### src/rtl/alu_issue_sched.sv
// Round-robin issue scheduler feeding one fixed-latency ALU exe unit.
// Two-stage pipeline (issue A, execute B) returns tags aligned with the result.
module alu_issue_sched #(
  parameter int NREQ     = 4,
  parameter int DATA_LEN = 32,
  parameter int OP_W     = 4,
  parameter int RRF_W    = 6,
  parameter int ROB_W    = 6
) (
  input  logic                     clk_i,
  input  logic                     reset_i,
  input  logic [NREQ-1:0]          req_valid_i,
  input  logic [NREQ*OP_W-1:0]     req_alu_op_i,
  input  logic [NREQ*DATA_LEN-1:0] req_src1_i,
  input  logic [NREQ*DATA_LEN-1:0] req_src2_i,
  input  logic [NREQ-1:0]          req_wrrf_i,
  input  logic [NREQ*RRF_W-1:0]    req_rrf_tag_i,
  input  logic [NREQ*ROB_W-1:0]    req_rob_tag_i,
  input  logic                     stall_i,
  input  logic                     flush_i,
  output logic [NREQ-1:0]          grant_o,
  output logic                     exe_issue_o,
  output logic [OP_W-1:0]          exe_alu_op_o,
  output logic [DATA_LEN-1:0]      exe_src1_o,
  output logic [DATA_LEN-1:0]      exe_src2_o,
  output logic                     exe_wrrf_o,
  output logic                     wb_valid_o,
  output logic [RRF_W-1:0]         wb_rrf_tag_o,
  output logic [ROB_W-1:0]         wb_rob_tag_o,
  output logic                     busy_o
);

  localparam int PTR_W = (NREQ > 1) ? $clog2(NREQ) : 1;

  logic [PTR_W-1:0]    ptr;
  logic [PTR_W-1:0]    win_idx;
  logic [PTR_W-1:0]    nxt_ptr;
  logic                win_any;
  logic [NREQ-1:0]     elig;
  logic [NREQ-1:0]     grant;
  int unsigned         k;

  logic                valid_a, valid_b;
  logic [OP_W-1:0]     op_a, op_b;
  logic [DATA_LEN-1:0] src1_a, src1_b, src2_a, src2_b;
  logic                wrrf_a, wrrf_b;
  logic [RRF_W-1:0]    rrf_a, rrf_b;
  logic [ROB_W-1:0]    rob_a, rob_b;

  // Scan from ptr upward with wrap; the first eligible requester wins.
  always_comb begin
    elig    = req_valid_i & {NREQ{~stall_i & ~flush_i & reset_i}};
    grant   = '0;
    win_any = 1'b0;
    win_idx = '0;
    nxt_ptr = ptr;
    k       = 0;
    for (int unsigned i = 0; i < NREQ; i++) begin
      k = (int'(ptr) + i) % NREQ;
      if (!win_any && elig[k]) begin
        win_any  = 1'b1;
        win_idx  = PTR_W'(k);
        grant[k] = 1'b1;
        nxt_ptr  = PTR_W'((k + 1) % NREQ);
      end
    end
  end

  always_ff @(posedge clk_i) begin
    if (!reset_i) begin
      ptr     <= '0;
      valid_a <= 1'b0;
      valid_b <= 1'b0;
      op_a    <= '0;
      src1_a  <= '0;
      src2_a  <= '0;
      wrrf_a  <= 1'b0;
      rrf_a   <= '0;
      rob_a   <= '0;
      op_b    <= '0;
      src1_b  <= '0;
      src2_b  <= '0;
      wrrf_b  <= 1'b0;
      rrf_b   <= '0;
      rob_b   <= '0;
    end else begin
      valid_a <= win_any;
      if (win_any) begin
        ptr    <= nxt_ptr;
        op_a   <= req_alu_op_i[int'(win_idx)*OP_W +: OP_W];
        src1_a <= req_src1_i[int'(win_idx)*DATA_LEN +: DATA_LEN];
        src2_a <= req_src2_i[int'(win_idx)*DATA_LEN +: DATA_LEN];
        wrrf_a <= req_wrrf_i[win_idx];
        rrf_a  <= req_rrf_tag_i[int'(win_idx)*RRF_W +: RRF_W];
        rob_a  <= req_rob_tag_i[int'(win_idx)*ROB_W +: ROB_W];
      end
      valid_b <= valid_a & ~flush_i;
      op_b    <= op_a;
      src1_b  <= src1_a;
      src2_b  <= src2_a;
      wrrf_b  <= wrrf_a;
      rrf_b   <= rrf_a;
      rob_b   <= rob_a;
    end
  end

  assign grant_o      = grant;
  assign exe_issue_o  = valid_a & ~flush_i;
  assign exe_alu_op_o = op_b;
  assign exe_src1_o   = src1_b;
  assign exe_src2_o   = src2_b;
  assign exe_wrrf_o   = wrrf_b;
  assign wb_valid_o   = valid_b & ~flush_i;
  assign wb_rrf_tag_o = rrf_b;
  assign wb_rob_tag_o = rob_b;
  assign busy_o       = valid_a | valid_b;

endmodule

### config.mk
export PLATFORM = sky130hd
export DESIGN_NAME = alu_issue_sched
export DESIGN_NICKNAME = d
export VERILOG_FILES = /design/src/rtl/alu_issue_sched.sv
export SDC_FILE = /design/constraint.sdc
export NUM_CORES = 1
export LEC_CHECK = 0
export BUFFER_PORTS_ARGS = -buffer_cell sky130_fd_sc_hd__buf_4
export CAP_MARGIN = 20
export CORE_MARGIN = 2
export CORE_UTILIZATION = 25
export CTS_CLUSTER_DIAMETER = 40
export DETAILED_ROUTE_END_ITERATION = 8
export GPL_ROUTABILITY_DRIVEN = 0
export SLEW_MARGIN = 0
export SYNTH_ARGS = -nofsm -noshare
export SYNTH_HDL_FRONTEND = slang
export SYNTH_SLANG_ARGS = --single-unit
### constraint.sdc
create_clock -name clk_i -period 9.05 [get_ports clk_i]
set_input_delay 0.905 -clock clk_i [delete_from_list [all_inputs] [get_ports clk_i]]
set_output_delay 0.905 -clock clk_i [all_outputs]
set_load 0.1 [all_outputs]
==> flow_summary_export.csv, run 1 <==
group,metric,value,unit
critical_path,crit_fanout,70,
synthesis,yosys.area.top_type_share,33.8,%
sta,final_max_slew_viol_count,0,
sta,finalHoldViolations,0,
cells_and_area,instances_no_fill,2000,
sta,skew,0.0138,ns
critical_path,critPathLaunch,"ptr[0]",
clocking,post_cts_buffers,0,
global_routing,grt_usage,20.0,%
cells_and_area,syn2layout_area_growth,41.2,%
cells_and_area,multi_input_area,6020,um^2
die,num_io_pins,420,
die,die_y,202,um
clocking,hold_buffers,0,
die,core,38700,um^2
status,status,"completed",
pwr,power.leakage,5.65,nW
sta,max_slew_margin,23.4,%
pwr,p_int,1.45,mW
clocking,numCtsBuffers,17,
sta,fin_crit_sh,54.7,%
route,num_vias,10700,
synthesis,synth.most_common_cell,"dfxtp_1",
placed_design,io_buffers,419,
synthesis,ys_seq_area_share,33.8,%
clocking,clockBufferDepth,2,
critical_path,crit_chain,"buf_4 > inv_2 > ha_1 > nor4bb_1 > mux2_2 > o211ai_4 > nand2_4 > buf_4 > o221ai_1 > a21oi_1 > a311o_1",
die,fp-row-count,72,
synthesis,synth_fp_nets,1469,
die,initial_core_util,25.4,%
clocking,cts_resized,0,
critical_path,crit_top_cell,"buf_4",
clocking,htree_num_levels,4,
critical_path,critPathCaptureType,"flip-flop",
placed_design,dp_hpwl,27500,um
route,wl,42100,um
critical_path,critPathSlowestCell,"buf_4",
pwr,p_per_area,158,nW/um^2
route,wl_per_cell,21.0,um
sta,finalSetupTns,0,ns
critical_path,rr_startpoint,"ptr[0]",
cells_and_area,fillCellCount,3985,
die,die-area,40900,um^2
cells_and_area,seq_area,3330,um^2
critical_path,cp-start-kind,"flip-flop",
synthesis,yosys_warnings,0,
route,drc,0,
synthesis,postSynthCellCount,1129,
global_routing,antenna_found_initial,3,
clocking,cts_tree,"built",
critical_path,required,9.38,ns
synthesis,synth_edf_count,0,
synthesis,async_reset_ff_share,0,%
route,ant_nets,0,
pwr,combPwrFrac,28.6,%
flow_run,max-cap-violations,0,
route,drt_pass1_iterations,5,
sta,rsz0062_at_grt,"no",
global_routing,grt_pass1_wl,63700,um
synthesis,ys.flop_type,"dfxtp_1",
cells_and_area,nets,1808,
min_path,min_path_type,"reg2reg",
critical_path,cp.arrival,5.28,ns
die,die_x,202,um
pwr,p_clk_share,34.5,%
global_routing,grt_max_degree,85,
pwr,power_switching,736,uW
synthesis,synth_cell_types,50,
clocking,root_buffer,"clkbuf_16",
synthesis,synth_area_leaders,"dfxtp_1 (34%), o221ai_1 (12%), mux2_2 (9.5%)",
sta,setup_viol,0,
clocking,path_clk_slew,0.07,ns
cells_and_area,final_layout_size_suffix_gt1_share,38.8,%
placed_design,dp_cells,1967,
pwr,swShare,33.7,%
global_routing,grt_pass1_vias,11100,
pwr,pwr-share-seq,36.9,%
global_routing,grt_overflow,0,
sta,period_needed,4.95,ns
synthesis,synthesis.area,9830,um^2
clocking,cts.sinks,166,
critical_path,crit_type,"reg2reg",
route,drt_iter0_markers,663,
sta,fmax,202,MHz
clocking,insertion_delay,0.44,ns
synthesis,ys_seq_elements,166,
sta,tightest_slew,1.15,ns
pwr,ir_worst_vdd,0.109,mV
synthesis,syn_avg_cell_area,8.71,um^2
route,vias_per_cell,5.36,
synthesis,yosys.area.top_type,"dfxtp_1",
min_path,min-delay-start,"src2_a[18]",
synthesis,synth_commonest_cells,"dfxtp_1 (166), o221ai_1 (132), nor2_1 (119), and2_1 (84), mux2_2 (83)",
critical_path,slowest_delay,0.85,ns
sequential cells by signal, indices dropped and copies added, names as in the netlist, 6 cells and up:
signal and count:
exe_src1_o 32, exe_src2_o 32, rob_a 6, rrf_a 6, src1_a 32, src2_a 32, wb_rob_tag_o 6, wb_rrf_tag_o 6
power by group through the flow:
stage	registers [mW]	logic [mW]	clock network [mW]
floorplan	0.985	0.231	0
global placement	0.823	0.616	0
detailed placement	0.824	0.624	0
CTS	0.807	0.626	0.778
global route	0.813	0.665	0.809
finish	0.807	0.625	0.755
worst paths after layout:
kind / endpoint / slack, ns / depth (start not counted)
setup / recovery: rrf_a[4] / 4.10 / 11
hold reg to reg: exe_src2_o[18] / 0.45 / 1
setup reg to reg: rrf_a[4] / 4.10 / 11
hold / removal: exe_src2_o[18] / 0.45 / 1
logic make-up (layout without fill, tap and decap cells):
group | count (synthesis) | after routing | share of synthesized area, %
AO/OA/AOI/OAI | 351 | 351 | 27.1
AND/OR/NAND/NOR | 336 | 336 | 16.6
flip-flops | 166 | 166 | 33.8
multiplexers | 144 | 144 | 15.8
buffers and inverters | 123 | 475 | 5.60
adder cells (fa/ha/maj) | 8 | 8 | 1.02
XOR/XNOR | 1 | 1 | 0.0891
other | 0 | 1 | 0
metal layers:
| layer | GRT usage [%] | vias to the layer above | part of all wire, % |
|---|---|---|---|
| met1 | 24.0 | 5165 | 41 |
| met4 | 7.22 | 6 | 1.7 |
| met2 | 34.0 | 513 | 49 |
| met5 | 0 | - | 0.097 |
| met3 | 5.56 | 56 | 8.7 |
| li1 | - | 4987 | - |
layout by cell type (no fill, tap or decap), drive strengths merged, types with 2 or more instances in the layout:
cell    count
a21o        2
a21oi      65
a22oi      28
a311o      53
and2       84
buf       436
bufinv      2
clkbuf     18
clkinv      8
dfxtp     166
ha          8
inv        10
mux2       83
mux2i      60
nand2      59
nand3       2
nor2      121
nor2b       2
nor3       57
nor4        2
o21a        2
o21ai      63
o221ai    134
or3b        2
critical path: cells and delay by family, from the launching register on:
kind	cells	cell delay, ns
buffers and inverters	3	1.47
AO/OA/AOI/OAI	4	1.39
AND/OR/NAND/NOR	2	0.77
adder cells (fa/ha/maj)	1	0.44
multiplexers	1	0.35
flip-flops	1	0.33
through the flow:
stage | power, mW | area, um^2 | util (%) | setup slack, ns | hold WS (ns)
2_1_floorplan | 1.22 | 9830 | - | 3.08 | 0.429
3_3_place_gp | 1.44 | 13300 | 34.3 | 4.21 | 0.435
3_5_place_dp | 1.45 | 13300 | 34.3 | 4.15 | 0.438
4_1_cts | 2.21 | 13900 | 35.8 | 4.13 | 0.453
5_1_grt | 2.29 | 13900 | 35.8 | 3.80 | 0.465
6_report | 2.19 | 13900 | 35.8 | 4.10 | 0.445
final cells by class:
cell class                 instances  share of cell area (%)
timing repair buffer             436                    23.6
inverter                           7                   0.189
multi-input combinational        840                    43.4
antenna                            1                  0.0180
tap                              518                    4.67
clock buffer                      18                    3.16
sequential                       166                    24.0
clock inverter                    14                    1.07
No activity file was read; power rests on OpenSTA's default activity.
==> inputs of run 2 (changes only) <==
==> constraint.sdc (replaced) <==
create_clock -name clk_i -period 4.1 [get_ports clk_i]
set_input_delay 0.41 -clock clk_i [delete_from_list [all_inputs] [get_ports clk_i]]
set_output_delay 0.41 -clock clk_i [all_outputs]
set_load 0.1 [all_outputs]
==> flow_summary_export.csv, run 2 (same netlist as run 1, synthesis figures left out) <==
group,metric,value,unit
critical_path,r2r-end,"src2_a[11]",
die,fp-row-count,72,
die,die_x,202,um
critical_path,cp.arrival,3.27,ns
clocking,cts_tree,"built",
route,wl,41800,um
clocking,clockBufferDepth,2,
global_routing,grt_pass1_vias,10900,
pwr,ir_worst_vdd,0.242,mV
clocking,path_clk_slew,0.08,ns
sta,period_needed,3.68,ns
critical_path,r2r_cells,10,
global_routing,grt_overflow,0,
flow_run,max-cap-violations,0,
cells_and_area,final_layout_size_suffix_gt1_share,39.6,%
clocking,cts_resized,0,
sta,max_slew_margin,42.8,%
die,initial_core_util,25.4,%
critical_path,setup.worst_path.end,"grant_o[3]",
route,drt_iter0_markers,730,
critical_path,worst-r2r-setup-slack,0.54,ns
clocking,insertion_delay,0.44,ns
critical_path,critPathCaptureType,"output pin",
global_routing,antenna_found_initial,2,
placed_design,io_buffers,419,
critical_path,required,3.69,ns
die,die_y,202,um
critical_path,rr_startpoint,"ptr[1]",
sta,finalSetupTns,0,ns
sta,tightest_slew,0.858,ns
min_path,min_path_type,"in2reg",
cells_and_area,layout.cells.most_common,"buf_4",
sta,final_max_slew_viol_count,0,
status,status,"completed",
clocking,post_cts_buffers,0,
cells_and_area,final_core_util,36.4,%
global_routing,grt_usage,19.9,%
die,num_io_pins,420,
sta,fmax,271,MHz
sta,skew,0.0108,ns
critical_path,critPathLaunch,"ptr[1]",
placed_design,dp_hpwl,28600,um
pwr,total_power,4.94,mW
cells_and_area,nets,1820,
pwr,p_per_area,351,nW/um^2
global_routing,grt_max_degree,84,
route,drt_pass1_iterations,4,
critical_path,cp-start-kind,"flip-flop",
sta,setup_viol,0,
cells_and_area,final_cell_mix,"buf_4 (442), dfxtp_1 (165), o221ai_1 (132), nor2_1 (119), and2_1 (84)",
clocking,root_buffer,"clkbuf_16",
clocking,cts.sinks,166,
sta,finalHoldViolations,0,
route,num_vias,10700,
route,vias_per_cell,5.30,
clocking,htree_num_levels,4,
critical_path,crit_type,"reg2out",
sta,hold_ws,0.197,ns
pwr,power.leakage,5.75,nW
sta,fin_crit_sh,89.8,%
sta,rsz0062_at_grt,"no",
route,ant_nets,0,
clocking,hold_buffers,0,
route,wl_per_cell,20.8,um
die,die-area,40900,um^2
clocking,numCtsBuffers,17,
die,core,38700,um^2
critical_path,crit_fanout,30,
cells_and_area,syn2layout_area_growth,43.4,%
global_routing,grt_pass1_wl,63500,um
route,drc,0,
==> run 2: changes by cell type in the layout (fill, tap and decap cells not counted), sizes merged <==
| cell | before | now |
|---|---|---|
| diode | 1 | 2 |
| inv | 10 | 11 |
| buf | 436 | 448 |
| bufinv | 2 | 3 |
| clkbuf | 18 | 19 |
| clkinv | 8 | 5 |
==> run 2: where the power goes <==
part,total [mW],internal [mW],switching (mW),leakage [nW]
Clock,1.77,1.00,0.763,0.305
Sequential,1.79,1.75,0.0380,1.36
Combinational,1.39,0.545,0.846,4.08
==> run 2: how the worst min path moves through the flow <==
stage,startpoint,end,slack [ns],depth (start not counted)
after CTS,req_src2_i[98],src2_a[2],0.17,2
after detailed placement,src2_a[29],exe_src2_o[29],0.44,1
final,req_src2_i[98],src2_a[2],0.20,2
after floorplan,op_a[0],exe_alu_op_o[0],0.43,1
after global placement,src2_a[18],exe_src2_o[18],0.44,1
after global routing,req_src2_i[98],src2_a[2],0.17,2
==> run 2: area by class of cell <==
class	count	area, um^2
fillers	3986	24600
multi-input cells	840	6030
diodes	2	5.00
flip-flops and latches	166	3330
repair buffers	448	3440
well taps	518	648
inverters	7	26.3
clock inverters	13	169
clock buffers	19	453
==> run 2: critical path, cell delays in order, from the launching register on <==
cell      delay [ns]
dfxtp_1         0.50
inv_1           0.20
ha_1            0.43
or3b_1          0.40
a211oi_2        0.32
o211ai_4        0.15
buf_4           0.31
o21ai_2         0.19
buf_4           0.32
==> run 2: metrics by stage <==
stage	instances	instance area [um^2]	setup slack, ns
global route	2011	14100	0.215
global placement	1978	13500	0.662
CTS	2010	14100	0.403
floorplan	1129	9850	-0.104
finish	2013	14100	0.416
detailed placement	1978	13500	0.609
==> run 2: layer usage <==
| layer | wire length (um) | track usage, % |
|---|---|---|
| met5 | 0 | 0 |
| met4 | 1020 | 6.99 |
| met3 | 3430 | 5.59 |
| met2 | 20000 | 33.5 |
| met1 | 17300 | 24.2 |
==> inputs of run 3 (changes only) <==
--- a/config.mk
+++ b/config.mk
@@ -5,9 +5,9 @@
 export SDC_FILE = /design/constraint.sdc
 export NUM_CORES = 1
 export LEC_CHECK = 0
-export BUFFER_PORTS_ARGS = -buffer_cell sky130_fd_sc_hd__buf_4
-export CAP_MARGIN = 20
-export CORE_MARGIN = 2
+export BUFFER_PORTS_ARGS = -buffer_cell sky130_fd_sc_hd__buf_2
+export CAP_MARGIN = 40
+export CORE_MARGIN = 1
 export CORE_UTILIZATION = 25
 export CTS_CLUSTER_DIAMETER = 40
 export DETAILED_ROUTE_END_ITERATION = 8
==> flow_summary_export.csv, run 3 (same netlist as run 1, synthesis figures left out) <==
group,metric,value,unit
sta,tightest_slew,0.891,ns
critical_path,path_buf_inv,3,
cells_and_area,nets,1817,
cells_and_area,layout.cells.most_common,"buf_2",
placed_design,place_area,12400,um^2
cells_and_area,fillCellCount,4123,
route,vias_per_cell,5.40,
route,ant_nets,0,
flow_run,max-cap-violations,0,
critical_path,critPathCaptureType,"output pin",
critical_path,critPathLaunch,"ptr[1]",
pwr,p_per_area,367,nW/um^2
global_routing,grt_usage,20.2,%
critical_path,r2r_cells,9,
critical_path,path_delay_family,"buffers and inverters",
die,fp-row-count,72,
placed_design,dp_hpwl,26900,um
clocking,hold_buffers,0,
route,num_vias,10900,
die,die_y,200,um
sta,setup_viol,0,
sta,final_max_slew_viol_count,0,
cells_and_area,fin_area,13000,um^2
clocking,htree_num_levels,4,
clocking,path_clk_slew,0.07,ns
pwr,total_power,4.79,mW
critical_path,rr_startpoint,"ptr[1]",
die,num_io_pins,420,
pwr,ir_worst_vdd,0.251,mV
clocking,cts_resized,0,
route,wl_per_cell,20.5,um
sta,finalSetupTns,0,ns
sta,fin_crit_sh,92.5,%
clocking,insertion_delay,0.45,ns
die,core,38700,um^2
sta,hold_ws,0.192,ns
sta,max_slew_margin,40.6,%
cells_and_area,final_core_util,33.7,%
min_path,holdPathEnd,"src1_a[31]",
critical_path,crit_chain,"inv_1 > ha_1 > or3b_1 > a211oi_2 > o211ai_4 > buf_4 > o21ai_2 > buf_2",
min_path,min_path_cells,2,
critical_path,critPathSlowestCell,"dfxtp_1",
die,die_x,200,um
global_routing,grt_overflow,0,
critical_path,worst-r2r-setup-slack,0.51,ns
critical_path,cp.arrival,3.38,ns
sta,finalHoldViolations,0,
sta,fmax,264,MHz
route,wl,41200,um
route,drt_pass1_iterations,5,
global_routing,grt_max_degree,91,
critical_path,crit_fanout,18,
sta,rsz0062_at_grt,"no",
route,drc,0,
sta,period_needed,3.79,ns
cells_and_area,multi_input_area,6030,um^2
critical_path,slowest_delay,0.54,ns
min_path,min-delay-start,"req_src1_i[127]",
critical_path,cp-start-kind,"flip-flop",
critical_path,crit_type,"reg2out",
status,status,"completed",
cells_and_area,final_layout_size_suffix_gt1_share,39.5,%
sta,skew,0.00871,ns
critical_path,required,3.69,ns
min_path,min_path_type,"in2reg",
die,initial_core_util,25.4,%
placed_design,io_buffers,419,
global_routing,grt_pass1_vias,11000,
critical_path,r2r-end,"src1_a[19]",
global_routing,antenna_found_initial,10,
clocking,post_cts_buffers,0,
clocking,root_buffer,"clkbuf_16",
die,die-area,40100,um^2
global_routing,grt_pass1_wl,63500,um
cells_and_area,seq_area,3330,um^2
clocking,numCtsBuffers,17,
cells_and_area,final_cell_mix,"buf_2 (419), dfxtp_1 (165), o221ai_1 (132), nor2_1 (119), and2_1 (84)",
pwr,power.leakage,5.44,nW
route,drt_iter0_markers,682,
clocking,cts_tree,"built",
clocking,cts.sinks,166,
clocking,clockBufferDepth,2,
cells_and_area,syn2layout_area_growth,32.6,%
[run 3: through the flow]
| stage | worst slack, ns | cells |
|---|---|---|
| floorplan | -0.104 | 1129 |
| global placement | 0.636 | 1975 |
| detailed placement | 0.561 | 1976 |
| CTS | 0.305 | 2008 |
| global route | 0.149 | 2014 |
| finish | 0.309 | 2014 |
[run 3: worst max-delay path by stage]
stage / to / slack (ns) / cells after the start
3_3_place_gp: src1_a[18] / 0.64 / 9
6_report: grant_o[2] / 0.31 / 8
4_1_cts: grant_o[2] / 0.31 / 8
5_1_grt: grant_o[2] / 0.15 / 8
3_5_place_dp: src1_a[30] / 0.56 / 9
2_1_floorplan: grant_o[0] / -0.10 / 12
[run 3: per-layer routing]
layer,global-route usage [%],vias up,routed length [um]
li1,-,5003,-
met1,24.9,5246,17300
met2,34.5,545,20200
met3,3.58,70,2730
met4,8.37,2,1020
met5,0,-,16
[run 3: layout make-up]
| cell class | count | area share, % |
|---|---|---|
| Inverter | 7 | 0.201 |
| Tap cell | 518 | 4.97 |
| Clock inverter | 14 | 1.27 |
| Clock buffer | 18 | 3.37 |
| Antenna cell | 6 | 0.115 |
| Timing Repair Buffer | 445 | 18.3 |
| Multi-Input combinational cell | 840 | 46.3 |
| Sequential cell | 166 | 25.5 |
[run 3: worst reg2reg max path, delay by kind of cell (launching register included)]
kind                       cells  cell delay (ns)
AOI/OAI and AO/OA              4             0.76
adders and majority gates      1             0.53
buffers and inverters          2             0.67
DFF                            1             0.54
muxes                          1             0.59
and+or+nand+nor                1             0.40
[run 3: where the power goes]
| part | total [mW] | switching, mW | leakage, nW | internal (mW) |
|---|---|---|---|---|
| sequential | 1.78 | 0.0349 | 1.36 | 1.75 |
| clock | 1.73 | 0.798 | 0.290 | 0.933 |
| combinational | 1.27 | 0.845 | 3.79 | 0.427 |
